**src/rtl/alu_ctrl_pkg.sv**
```systemverilog
// Shared definitions for the ALU operation sequencer: opcodes, control words
// and the classification of which operations update the carry flag.
package alu_ctrl_pkg;

    typedef enum logic [3:0] {
        OP_ADD = 4'd0,
        OP_SUB = 4'd1,
        OP_OR  = 4'd2,
        OP_NOT = 4'd3,
        OP_XOR = 4'd4,
        OP_AND = 4'd5,
        OP_MOV = 4'd6,
        OP_INC = 4'd7,
        OP_DEC = 4'd8,
        OP_SLA = 4'd9,
        OP_SLL = 4'd10,
        OP_ROL = 4'd11,
        OP_SRA = 4'd12,
        OP_SRL = 4'd13,
        OP_ROR = 4'd14,
        OP_ILL = 4'd15
    } op_e;

    localparam logic [5:0] CTRL_ADD  = 6'b010010;
    localparam logic [5:0] CTRL_SUB  = 6'b100010;
    localparam logic [5:0] CTRL_OR   = 6'b010100;
    localparam logic [5:0] CTRL_NOT  = 6'b001100;
    localparam logic [5:0] CTRL_XOR  = 6'b011100;
    localparam logic [5:0] CTRL_AND  = 6'b011000;
    localparam logic [5:0] CTRL_MOV  = 6'b000000;
    localparam logic [5:0] CTRL_INC  = 6'b110110;
    localparam logic [5:0] CTRL_DEC  = 6'b000110;
    localparam logic [5:0] CTRL_SLA  = 6'b001001;
    localparam logic [5:0] CTRL_SLL  = 6'b000001;
    localparam logic [5:0] CTRL_ROL  = 6'b010001;
    localparam logic [5:0] CTRL_SRA  = 6'b001101;
    localparam logic [5:0] CTRL_SRL  = 6'b000101;
    localparam logic [5:0] CTRL_ROR  = 6'b010101;
    localparam logic [5:0] CTRL_IDLE = 6'b000000;

    typedef struct packed {
        logic [5:0] ctrl;
        logic       carry_upd;
        logic       is_shift;
        logic       illegal;
    } enc_t;

    function automatic logic is_shift_op(input op_e op);
        return (op >= OP_SLA) && (op <= OP_ROR);
    endfunction

    // Arithmetic and shift/rotate ops produce a carry worth keeping; logic ops do not.
    function automatic logic updates_carry(input op_e op);
        case (op)
            OP_ADD, OP_SUB, OP_INC, OP_DEC: return 1'b1;
            default:                        return is_shift_op(op);
        endcase
    endfunction

endpackage

```
**src/rtl/alu_op_enc.sv**
```systemverilog
// Combinational opcode decoder: control word, carry-update flag, shift class
// and illegal-opcode detection.
module alu_op_enc
    import alu_ctrl_pkg::*;
(
    input  logic [3:0] op_code,
    output enc_t       enc
);

    op_e op;

    assign op = op_e'(op_code);

    always_comb begin
        // NOTE: default every field first so no path through the case infers a latch.
        enc           = '0;
        enc.carry_upd = updates_carry(op);
        enc.is_shift  = is_shift_op(op);
        enc.illegal   = (op == OP_ILL);
        case (op)
            OP_ADD:  enc.ctrl = CTRL_ADD;
            OP_SUB:  enc.ctrl = CTRL_SUB;
            OP_OR:   enc.ctrl = CTRL_OR;
            OP_NOT:  enc.ctrl = CTRL_NOT;
            OP_XOR:  enc.ctrl = CTRL_XOR;
            OP_AND:  enc.ctrl = CTRL_AND;
            OP_MOV:  enc.ctrl = CTRL_MOV;
            OP_INC:  enc.ctrl = CTRL_INC;
            OP_DEC:  enc.ctrl = CTRL_DEC;
            OP_SLA:  enc.ctrl = CTRL_SLA;
            OP_SLL:  enc.ctrl = CTRL_SLL;
            OP_ROL:  enc.ctrl = CTRL_ROL;
            OP_SRA:  enc.ctrl = CTRL_SRA;
            OP_SRL:  enc.ctrl = CTRL_SRL;
            OP_ROR:  enc.ctrl = CTRL_ROR;
            default: enc.ctrl = CTRL_IDLE;
        endcase
    end

endmodule

```
**src/rtl/alu_op_seq.sv**
```systemverilog
// ALU operation sequencer: accepts opcodes over a valid/ready handshake and
// drives registered ALU control words. ALU_OP_SEQ_MULTISHIFT_EN enables
// repeated shift/rotate cycles driven by op_count.
module alu_op_seq
    import alu_ctrl_pkg::*;
#(
    parameter int CNT_W = 4
) (
    input  logic             clk,
    input  logic             rst_n,
    input  logic             op_valid,
    output logic             op_ready,
    input  logic [3:0]       op_code,
    input  logic [CNT_W-1:0] op_count,
    input  logic             alu_carry,
    output logic [5:0]       ctrl,
    output logic             ctrl_valid,
    output logic             c_flag,
    output logic             done,
    output logic             op_err
);

`ifdef ALU_OP_SEQ_MULTISHIFT_EN
    typedef enum logic [1:0] {
        IDLE  = 2'd0,
        EXEC  = 2'd1,
        SHIFT = 2'd2
    } state_e;
`else
    typedef enum logic [1:0] {
        IDLE = 2'd0,
        EXEC = 2'd1
    } state_e;
`endif

    state_e state;
    enc_t   enc;
    logic   carry_upd_q;
    logic   transfer;

    alu_op_enc u_enc (
        .op_code (op_code),
        .enc     (enc)
    );

    // done marks the last execute cycle, which is exactly when a new opcode may enter.
    assign op_ready = (state == IDLE) || done;
    assign transfer = op_valid && op_ready;

`ifdef ALU_OP_SEQ_MULTISHIFT_EN
    logic [CNT_W-1:0] cnt;
    logic [CNT_W-1:0] cnt_load;
    logic [CNT_W-1:0] cnt_next;

    assign cnt_load = (!enc.is_shift || op_count == '0) ? CNT_W'(1) : op_count;
    assign cnt_next = (cnt > CNT_W'(1)) ? cnt - CNT_W'(1) : cnt;
`else
    logic unused_inputs;
    assign unused_inputs = ^{op_count, enc.is_shift};
`endif

    always_ff @(posedge clk or negedge rst_n) begin
        if (!rst_n) begin
            state       <= IDLE;
            ctrl        <= CTRL_IDLE;
            ctrl_valid  <= 1'b0;
            c_flag      <= 1'b0;
            done        <= 1'b0;
            op_err      <= 1'b0;
            carry_upd_q <= 1'b0;
`ifdef ALU_OP_SEQ_MULTISHIFT_EN
            cnt         <= '0;
`endif
        end else begin
            // NOTE: non-blocking assignments keep every register sampling pre-edge values.
            if (ctrl_valid && carry_upd_q)
                c_flag <= alu_carry;

            if (op_ready) begin
                if (transfer) begin
                    state       <= EXEC;
                    ctrl        <= enc.ctrl;
                    ctrl_valid  <= 1'b1;
                    op_err      <= enc.illegal;
                    carry_upd_q <= enc.carry_upd;
`ifdef ALU_OP_SEQ_MULTISHIFT_EN
                    cnt         <= cnt_load;
                    done        <= (cnt_load == CNT_W'(1));
`else
                    done        <= 1'b1;
`endif
                end else begin
                    state       <= IDLE;
                    ctrl        <= CTRL_IDLE;
                    ctrl_valid  <= 1'b0;
                    done        <= 1'b0;
                    op_err      <= 1'b0;
                    carry_upd_q <= 1'b0;
                end
            end
`ifdef ALU_OP_SEQ_MULTISHIFT_EN
            else begin
                // Repeat the held shift word; the next cycle is last once one repetition remains.
                state <= SHIFT;
                cnt   <= cnt_next;
                done  <= (cnt_next == CNT_W'(1));
            end
`endif
        end
    end

endmodule

```
**config.mk**
```make
export PLATFORM = sky130hd
export DESIGN_NAME = alu_op_seq
export DESIGN_NICKNAME = d
export VERILOG_FILES = /design/src/rtl/alu_ctrl_pkg.sv /design/src/rtl/alu_op_enc.sv /design/src/rtl/alu_op_seq.sv
export SDC_FILE = /design/constraint.sdc
export NUM_CORES = 1
export LEC_CHECK = 0
export CAP_MARGIN = 5
export CORE_MARGIN = 8
export CORE_UTILIZATION = 42
export DETAILED_ROUTE_END_ITERATION = 8
export GPL_TIMING_DRIVEN = 0
export HOLD_SLACK_MARGIN = 0.08
export PLACE_DENSITY_LB_ADDON = 0.3
export SYNTH_ARGS = -nofsm -noshare
export SYNTH_HDL_FRONTEND = slang
export SYNTH_HIERARCHICAL = 1
export SYNTH_SLANG_ARGS = --single-unit
```
**constraint.sdc**
```tcl
create_clock -name clk -period 1.1 [get_ports clk]
set_clock_uncertainty 0.1 [all_clocks]
set_input_delay 0.22 -clock clk [delete_from_list [all_inputs] [get_ports clk]]
set_output_delay 0.22 -clock clk [all_outputs]
set_load 0.005 [all_outputs]
```
==> flow_metrics.env, run 1 <==
export IMPL_status="finished with violations"
export IMPL_grt_total_usage=0.0825
export IMPL_r2r_slack_ps=110
export IMPL_cts_buffers_inserted=3
export IMPL_viasPerCell=4.88
export IMPL_cts_buffer_depth=2
export IMPL_die_h_um=54.7
export IMPL_synth_cells=59
export IMPL_cp_start_kind="register"
export IMPL_fin_cells=98
export IMPL_grt_pass1_vias=473
export IMPL_die_area_um2=2990
export IMPL_drive_gt1_frac=0.451
export IMPL_final_util=0.645
export IMPL_overflow=0
export IMPL_seq_power_share=0.423
export IMPL_diodes=0
export IMPL_clkSinkCount=10
export IMPL_timing_fmax_mhz=845
export IMPL_final_max_slew_violation_count=0
export IMPL_combPwrFrac=0.255
export IMPL_drcViolationCount=0
export IMPL_r2r_end="c_flag"
export IMPL_power_total_mw=0.954
export IMPL_routabilityCongestion=0.868
export IMPL_cts_tree="built"
export IMPL_hold_path_class="in2async"
export IMPL_power_internal_mw=0.734
export IMPL_ir_drop_v=0.000407
export IMPL_syn2layout_area_growth_pct=49.4
export IMPL_hpwl_um=903
export IMPL_tns_ps=-153
export IMPL_synth_area_leader_cell="dfrtp_1"
export IMPL_h_tree_depth=1
export IMPL_fin_area_um2=938
export IMPL_regToRegStartpoint="state[0]"
export IMPL_grt_max_degree=11
export IMPL_finalWirelength_um=1150
export IMPL_synth_area_um2=628
export IMPL_wl_per_cell_um=11.7
export IMPL_power_density_nw_per_um2=1020
export IMPL_final_setup_worst_slack_ps=-83.1
export IMPL_yosys_warnings=6
export IMPL_final_common_cell="dfrtp_1"
export IMPL_max_cap_violations=0
export IMPL_layout_common_cells="dfrtp_1, buf_2, and2_1"
export IMPL_drt_pass1_iter_count=4
export IMPL_grt_pass1_wl_um=1880
export IMPL_place_area_um2=882
export IMPL_finalCriticalPeriod_ps=1180
export IMPL_synth_area_leaders="dfrtp_1, ha_1, and2_1"
export IMPL_violations="negative setup slack"
export IMPL_chipWidth_um=54.7
export IMPL_vias=478
export IMPL_port_buffers=16
export IMPL_postSynthAreaPerCell_um2=10.6
export IMPL_p_leak_nw=0.454
export IMPL_dp_cells=91
export IMPL_hold_viol=0
export IMPL_antenna_found_initial=0
export IMPL_cp_end_kind="output port"
export IMPL_boundaryPins=23
export IMPL_switching_power_mw=0.220
export IMPL_syn_num_nets=78
export IMPL_clkPwrFrac=0.322
export IMPL_yosysUniqueCellTypes=23
export IMPL_cp_arrival_ps=860
export IMPL_drt_iter0_markers=2
export IMPL_crit_type="reg2out"
export IMPL_ctsHoldBuffers=0
export IMPL_clk_latency_ps=250
export IMPL_grt_setup_unrepaired="yes"
export IMPL_clockRootBuffer="clkbuf_4"
export IMPL_ant_nets=0
export IMPL_reg2regPathDepth=2
export IMPL_required_ps=780
export IMPL_core_um2=1450
export IMPL_clkTransAtPathRegs_ps=60
export IMPL_layout_nets=102
export IMPL_setup_viol=2
export IMPL_synth_seq_area_share=0.398
export IMPL_rows=14
export IMPL_synth_top_area_share=0.398
export IMPL_post_route_period_util=1.08
export IMPL_start_util=0.432
export IMPL_switching_share=0.231
export IMPL_ys_seq_elements=10
export IMPL_critPathMaxFanout=3
sequential cells by signal (all words and copies together) (netlist names):
register / cells
op_err: 1
ctrl: 6
carry_upd_q: 1
state: 1
c_flag: 1
worst max-delay path, cell delays in order, from the launching register on:
cell and delay, ps:
dfrtp_1 390, buf_6 120, buf_6 100
worst max path at each step:
stage / from / end / cells after the start
after floorplan: op_code[1] / carry_upd_q / 5
after global placement: op_code[1] / carry_upd_q / 6
after detailed placement: op_code[1] / carry_upd_q / 6
after CTS: state[0] / done / 2
after global routing: state[0] / done / 2
final: state[0] / done / 2
synth_stat cells:
library cell,n
dfrtp_1,10
and2_1,8
ha_1,7
inv_1,4
nand2_1,4
o21ai_0,3
a211o_1,2
a21oi_1,2
buf_2,2
buf_4,2
nor2_1,2
o211ai_1,2
and3_1,1
buf_6,1
conb_1,1
mux2_4,1
mux2i_1,1
mux4_1,1
nand3_1,1
nand3b_1,1
o311a_4,1
o31ai_1,1
or2_2,1
cells by family after synthesis:
family	count (synthesis)	share of synthesized area
adder cells (fa/ha/maj)	7	0.139
flip-flops	10	0.398
other	1	0.00597
multiplexers	3	0.0817
AO/OA/AOI/OAI	11	0.137
AND/OR/NAND/NOR	18	0.155
buffers and inverters	9	0.0817
per-stage QoR:
stage	setup WS [ps]	hold WS, ps
global route	-121	186
global placement	-1090	394
detailed placement	-1070	411
CTS	-95.6	176
floorplan	-168	-176
finish	-83.1	162
power groups by stage:
stage	Combinational (mW)	Clock (mW)	Sequential [mW]
floorplan	0.124	0	0.414
global placement	0.239	0	0.410
detailed placement	0.243	0	0.412
CTS	0.233	0.317	0.404
global route	0.272	0.344	0.407
finish	0.243	0.307	0.403
what timing repair did:
action,in CTS,in global routing
setup buffers,1,2
pin swaps,1,0
gates cloned,0,0
resized for setup,62,3
setup endpoints to repair,18,5
cell type report:
| class | count | area, um2 |
|---|---|---|
| well taps | 16 | 20.0 |
| clock buffers | 4 | 36.3 |
| fillers | 115 | 515 |
| inverters | 4 | 35.0 |
| flip-flops and latches | 10 | 250 |
| plain buffers | 5 | 48.8 |
| repair buffers | 19 | 158 |
| multi-input cells | 40 | 390 |
per-layer routing:
metal	GRT usage	wire, um
met1	0.0836	417
met3	0.0217	130
met5	0	0
met2	0.153	590
met4	0.0369	10
Power figures use the tool's default switching activity.
==> inputs of run 2 (changes only) <==
- CELL_PAD_IN_SITES_DETAIL_PLACEMENT: unset -> 0
- CELL_PAD_IN_SITES_GLOBAL_PLACEMENT: unset -> 1
- CORE_UTILIZATION: 42 -> 32
- PLACE_DENSITY_LB_ADDON: 0.3 -> 0.25
- SETUP_SLACK_MARGIN: unset -> 0.3
==> flow_metrics.env, run 2 (synthesis results as in run 1) <==
export IMPL_post_route_period_util=1.07
export IMPL_largest_register_ffs=6
export IMPL_status="finished with violations"
export IMPL_cp_end_kind="output port"
export IMPL_die_h_um=60.3
export IMPL_final_setup_worst_slack_ps=-79.1
export IMPL_viasPerCell=4.45
export IMPL_layout_nets=107
export IMPL_top_layer_used="met4"
export IMPL_switching_share=0.247
export IMPL_hold_viol=0
export IMPL_hold_ws_ps=169
export IMPL_power_internal_mw=0.690
export IMPL_crit_start="state[0]"
export IMPL_die_area_um2=3640
export IMPL_drive_gt1_frac=0.547
export IMPL_largest_register="ctrl"
export IMPL_route_met3_wl_um=129
export IMPL_finalCriticalPeriod_ps=1180
export IMPL_chipWidth_um=60.3
export IMPL_multi_input_area_um2=434
export IMPL_finalWirelength_um=1330
export IMPL_clkSinkCount=10
export IMPL_boundaryPins=23
export IMPL_grt_setup_unrepaired="yes"
export IMPL_power_total_mw=0.916
export IMPL_grt_pass1_vias=491
export IMPL_h_tree_depth=1
export IMPL_seq_area_um2=250
export IMPL_diodes=0
export IMPL_hpwl_um=954
export IMPL_cp_cell_sequence="buf_6 > buf_6"
export IMPL_clk_latency_ps=250
export IMPL_drt_iter0_markers=5
export IMPL_clockRootBuffer="clkbuf_4"
export IMPL_syn2layout_area_growth_pct=64.9
export IMPL_timing_fmax_mhz=848
export IMPL_switching_power_mw=0.227
export IMPL_clkPwrFrac=0.239
export IMPL_routabilityCongestion=0.792
export IMPL_tns_ps=-156
export IMPL_wl_met2_um=702
export IMPL_p_leak_nw=0.491
export IMPL_grt_max_degree=11
export IMPL_critical_path_most_common_cell="buf_6"
export IMPL_violations="negative setup slack"
export IMPL_critPathBufInv=2
export IMPL_cp_start_kind="register"
export IMPL_cts_buffers_inserted=3
export IMPL_cp_slowest_stage_delay_ps=390
export IMPL_cp_slowest_cell="dfrtp_1"
export IMPL_overflow=0
export IMPL_grt_pass1_wl_um=2200
export IMPL_crit_family="flip-flops"
export IMPL_final_common_cell="dfrtp_1"
export IMPL_antenna_found_initial=0
export IMPL_fillers=162
export IMPL_drt_pass1_iter_count=4
export IMPL_wl_per_cell_um=11.8
export IMPL_power_density_nw_per_um2=884
export IMPL_fin_area_um2=1040
export IMPL_cts_buffer_depth=2
export IMPL_critPathMaxFanout=3
export IMPL_seq_power_share=0.441
export IMPL_start_util=0.330
export IMPL_required_ps=780
export IMPL_vias=503
export IMPL_rows=16
export IMPL_combPwrFrac=0.320
export IMPL_ant_nets=0
export IMPL_place_area_um2=912
export IMPL_clkTransAtPathRegs_ps=60
export IMPL_grt_total_usage=0.0808
export IMPL_final_util=0.545
export IMPL_crit_type="reg2out"
export IMPL_hold_path_class="in2async"
export IMPL_cts_tree="built"
export IMPL_wl_met1_um=472
export IMPL_final_max_slew_violation_count=0
export IMPL_setup_viol=2
export IMPL_ir_drop_v=0.000355
export IMPL_regToRegStartpoint="state[0]"
export IMPL_core_um2=1900
export IMPL_max_cap_violations=0
export IMPL_cp_arrival_ps=860
export IMPL_port_buffers=16
export IMPL_layout_common_cells="dfrtp_1, buf_2, and2_1"
export IMPL_drcViolationCount=0
==> run 2: per-layer routing <==
metal / GRT usage / vias up
met5: 0 / -
met4: 0.0510 / 0
met3: 0.0387 / 2
met2: 0.137 / 14
met1: 0.0764 / 236
li1: - / 251
==> run 2: power groups by stage <==
stage	Sequential (mW)	Clock, mW	Combinational (mW)
final	0.404	0.219	0.293
after global routing	0.406	0.251	0.322
after CTS	0.403	0.228	0.265
after detailed placement	0.411	0	0.251
after global placement	0.410	0	0.249
after floorplan	0.414	0	0.131
==> run 2: worst paths after layout <==
kind	endpoint	slack, ps	cells after the start
min reg2reg	c_flag	510	2
max in group asynchronous	ctrl[1]	440	1
max	done	-80	2
max reg2reg	c_flag	100	2
min in group clk	state[0]	250	1
min	state[0]	170	1
==> run 2: what timing repair did <==
item                       4_1_cts  5_1_grt
pin swaps                       11        3
hold buffers                     0        0
setup endpoints to repair       19       18
gates resized for setup         74        5
buffers inserted                 7        1
==> run 2: cell type report <==
cell class              instances  share of cell area
plain buffers                   5              0.0543
clock buffers                   3              0.0217
inverters                       4              0.0338
multi-input cells              40               0.419
flip-flops and latches         10               0.242
well taps                      27              0.0326
repair buffers                 24               0.197
==> run 2: through the flow <==
| step | cells | setup slack (ps) |
|---|---|---|
| 2_1_floorplan | 59 | -168 |
| 3_3_place_gp | 102 | -1100 |
| 3_5_place_dp | 102 | -1100 |
| 4_1_cts | 112 | -88.6 |
| 5_1_grt | 113 | -120 |
| 6_report | 113 | -79.1 |
==> run 2: worst register-to-register path, cell delays in order, from the launching register on <==
cell and delay, ps:
dfrtp_1 390, nand2_1 100, mux2_4 300
==> inputs of run 3 (changes only) <==
- CORE_MARGIN: 8 -> 4
==> flow_metrics.env, run 3 (synthesis results as in run 1) <==
export IMPL_viasPerCell=4.35
export IMPL_die_area_um2=2740
export IMPL_critPathBufInv=2
export IMPL_hold_ws_ps=156
export IMPL_finalCriticalPeriod_ps=1190
export IMPL_final_max_slew_violation_count=0
export IMPL_core_um2=1800
export IMPL_reg2regPathDepth=2
export IMPL_tns_ps=-182
export IMPL_critical_path_most_common_cell="buf_6"
export IMPL_chipWidth_um=52.3
export IMPL_required_ps=780
export IMPL_grt_setup_unrepaired="yes"
export IMPL_finalWirelength_um=1210
export IMPL_cp_depth=2
export IMPL_crit_family="flip-flops"
export IMPL_fin_cells=113
export IMPL_clkSinkCount=10
export IMPL_cts_buffers_inserted=3
export IMPL_port_buffers=16
export IMPL_drcViolationCount=0
export IMPL_hold_viol=0
export IMPL_largest_register="ctrl"
export IMPL_cp_slowest_cell="dfrtp_1"
export IMPL_setup_viol=4
export IMPL_wl_per_cell_um=10.7
export IMPL_boundaryPins=23
export IMPL_layout_nets=108
export IMPL_grt_total_usage=0.0988
export IMPL_syn2layout_area_growth_pct=68.5
export IMPL_drive_gt1_frac=0.568
export IMPL_post_route_period_util=1.08
export IMPL_cp_cell_sequence="buf_6 > buf_6"
export IMPL_clk_latency_ps=260
export IMPL_grt_pass1_vias=490
export IMPL_antenna_found_initial=0
export IMPL_diodes=0
export IMPL_critPathMaxFanout=3
export IMPL_drt_iter0_markers=3
export IMPL_p_leak_nw=0.500
export IMPL_drt_pass1_iter_count=2
export IMPL_ant_nets=0
export IMPL_layout_common_cells="dfrtp_1, buf_2, buf_4"
export IMPL_place_area_um2=910
export IMPL_vias=492
export IMPL_rows=15
export IMPL_die_h_um=52.3
export IMPL_dp_cells=100
export IMPL_clockRootBuffer="clkbuf_4"
export IMPL_grt_pass1_wl_um=2000
export IMPL_cts_tree="built"
export IMPL_hold_path_class="in2async"
export IMPL_max_cap_violations=0
export IMPL_hpwl_um=955
export IMPL_h_tree_depth=1
export IMPL_cts_buffer_depth=2
export IMPL_fin_area_um2=1060
export IMPL_crit_type="reg2out"
export IMPL_clkTransAtPathRegs_ps=60
export IMPL_grt_max_degree=11
export IMPL_ir_drop_v=0.000426
export IMPL_cp_slowest_stage_delay_ps=400
export IMPL_largest_register_ffs=6
export IMPL_violations="negative setup slack"
export IMPL_status="finished with violations"
export IMPL_cp_end_kind="output port"
export IMPL_cp_start_kind="register"
export IMPL_ctsHoldBuffers=0
export IMPL_routabilityCongestion=0.724
export IMPL_final_setup_worst_slack_ps=-92.9
export IMPL_start_util=0.349
export IMPL_power_density_nw_per_um2=955
export IMPL_timing_fmax_mhz=838
export IMPL_cp_arrival_ps=870
export IMPL_overflow=0
run 3: per-stage QoR:
step           total power, mW   util  setup slack [ps]
3_3_place_gp             0.658  0.505             -1090
2_1_floorplan            0.546      -              -168
3_5_place_dp             0.664  0.505             -1090
5_1_grt                   1.07  0.588              -141
4_1_cts                  0.986  0.538              -111
6_report                  1.01  0.588             -92.9
run 3: cell type report:
class | count | area (um2)
Fill cell | 168 | 743
Multi-Input combinational cell | 40 | 437
Sequential cell | 10 | 250
Timing Repair Buffer | 25 | 205
Buffer | 5 | 56.3
Inverter | 4 | 42.5
Clock buffer | 4 | 36.3
Tap cell | 25 | 31.3
run 3: final timing paths:
path	startpoint	endpoint	slack (ps)
setup / recovery	state[0]	done	-90
hold / removal	rst_n	state[0]	160
setup reg to reg	state[0]	c_flag	100
hold reg to reg	c_flag	c_flag	500
max in group asynchronous	rst_n	ctrl[3]	450
min in group clk	op_valid	state[0]	240
run 3: worst register-to-register path: cells and delay by family (launching register included):
family	cells	cell delay, ps
multiplexers	1	300
AND/OR/NAND/NOR	1	90
flip-flops	1	400
run 3: where the power goes:
group          internal (mW)  switching (mW)  leakage [nW]
Sequential             0.394         0.00942         0.130
Combinational          0.174           0.120         0.349
Clock                  0.200           0.113        0.0210
Total                  0.768           0.243         0.500
run 3: what timing repair did:
action                                  in CTS  in global routing
gates resized for setup                     69                 12
hold endpoints to repair                     0                  0
endpoints found under the setup margin      19                 19
pin swaps                                    7                  2
buffers inserted                             5                  4
run 3: routing by layer:
| layer | wire length [um] | global-route usage |
|---|---|---|
| met1 | 480 | 0.104 |
| met2 | 658 | 0.178 |
| met4 | 0 | 0.0638 |
| met3 | 67 | 0.0171 |
| met5 | 0 | 0 |
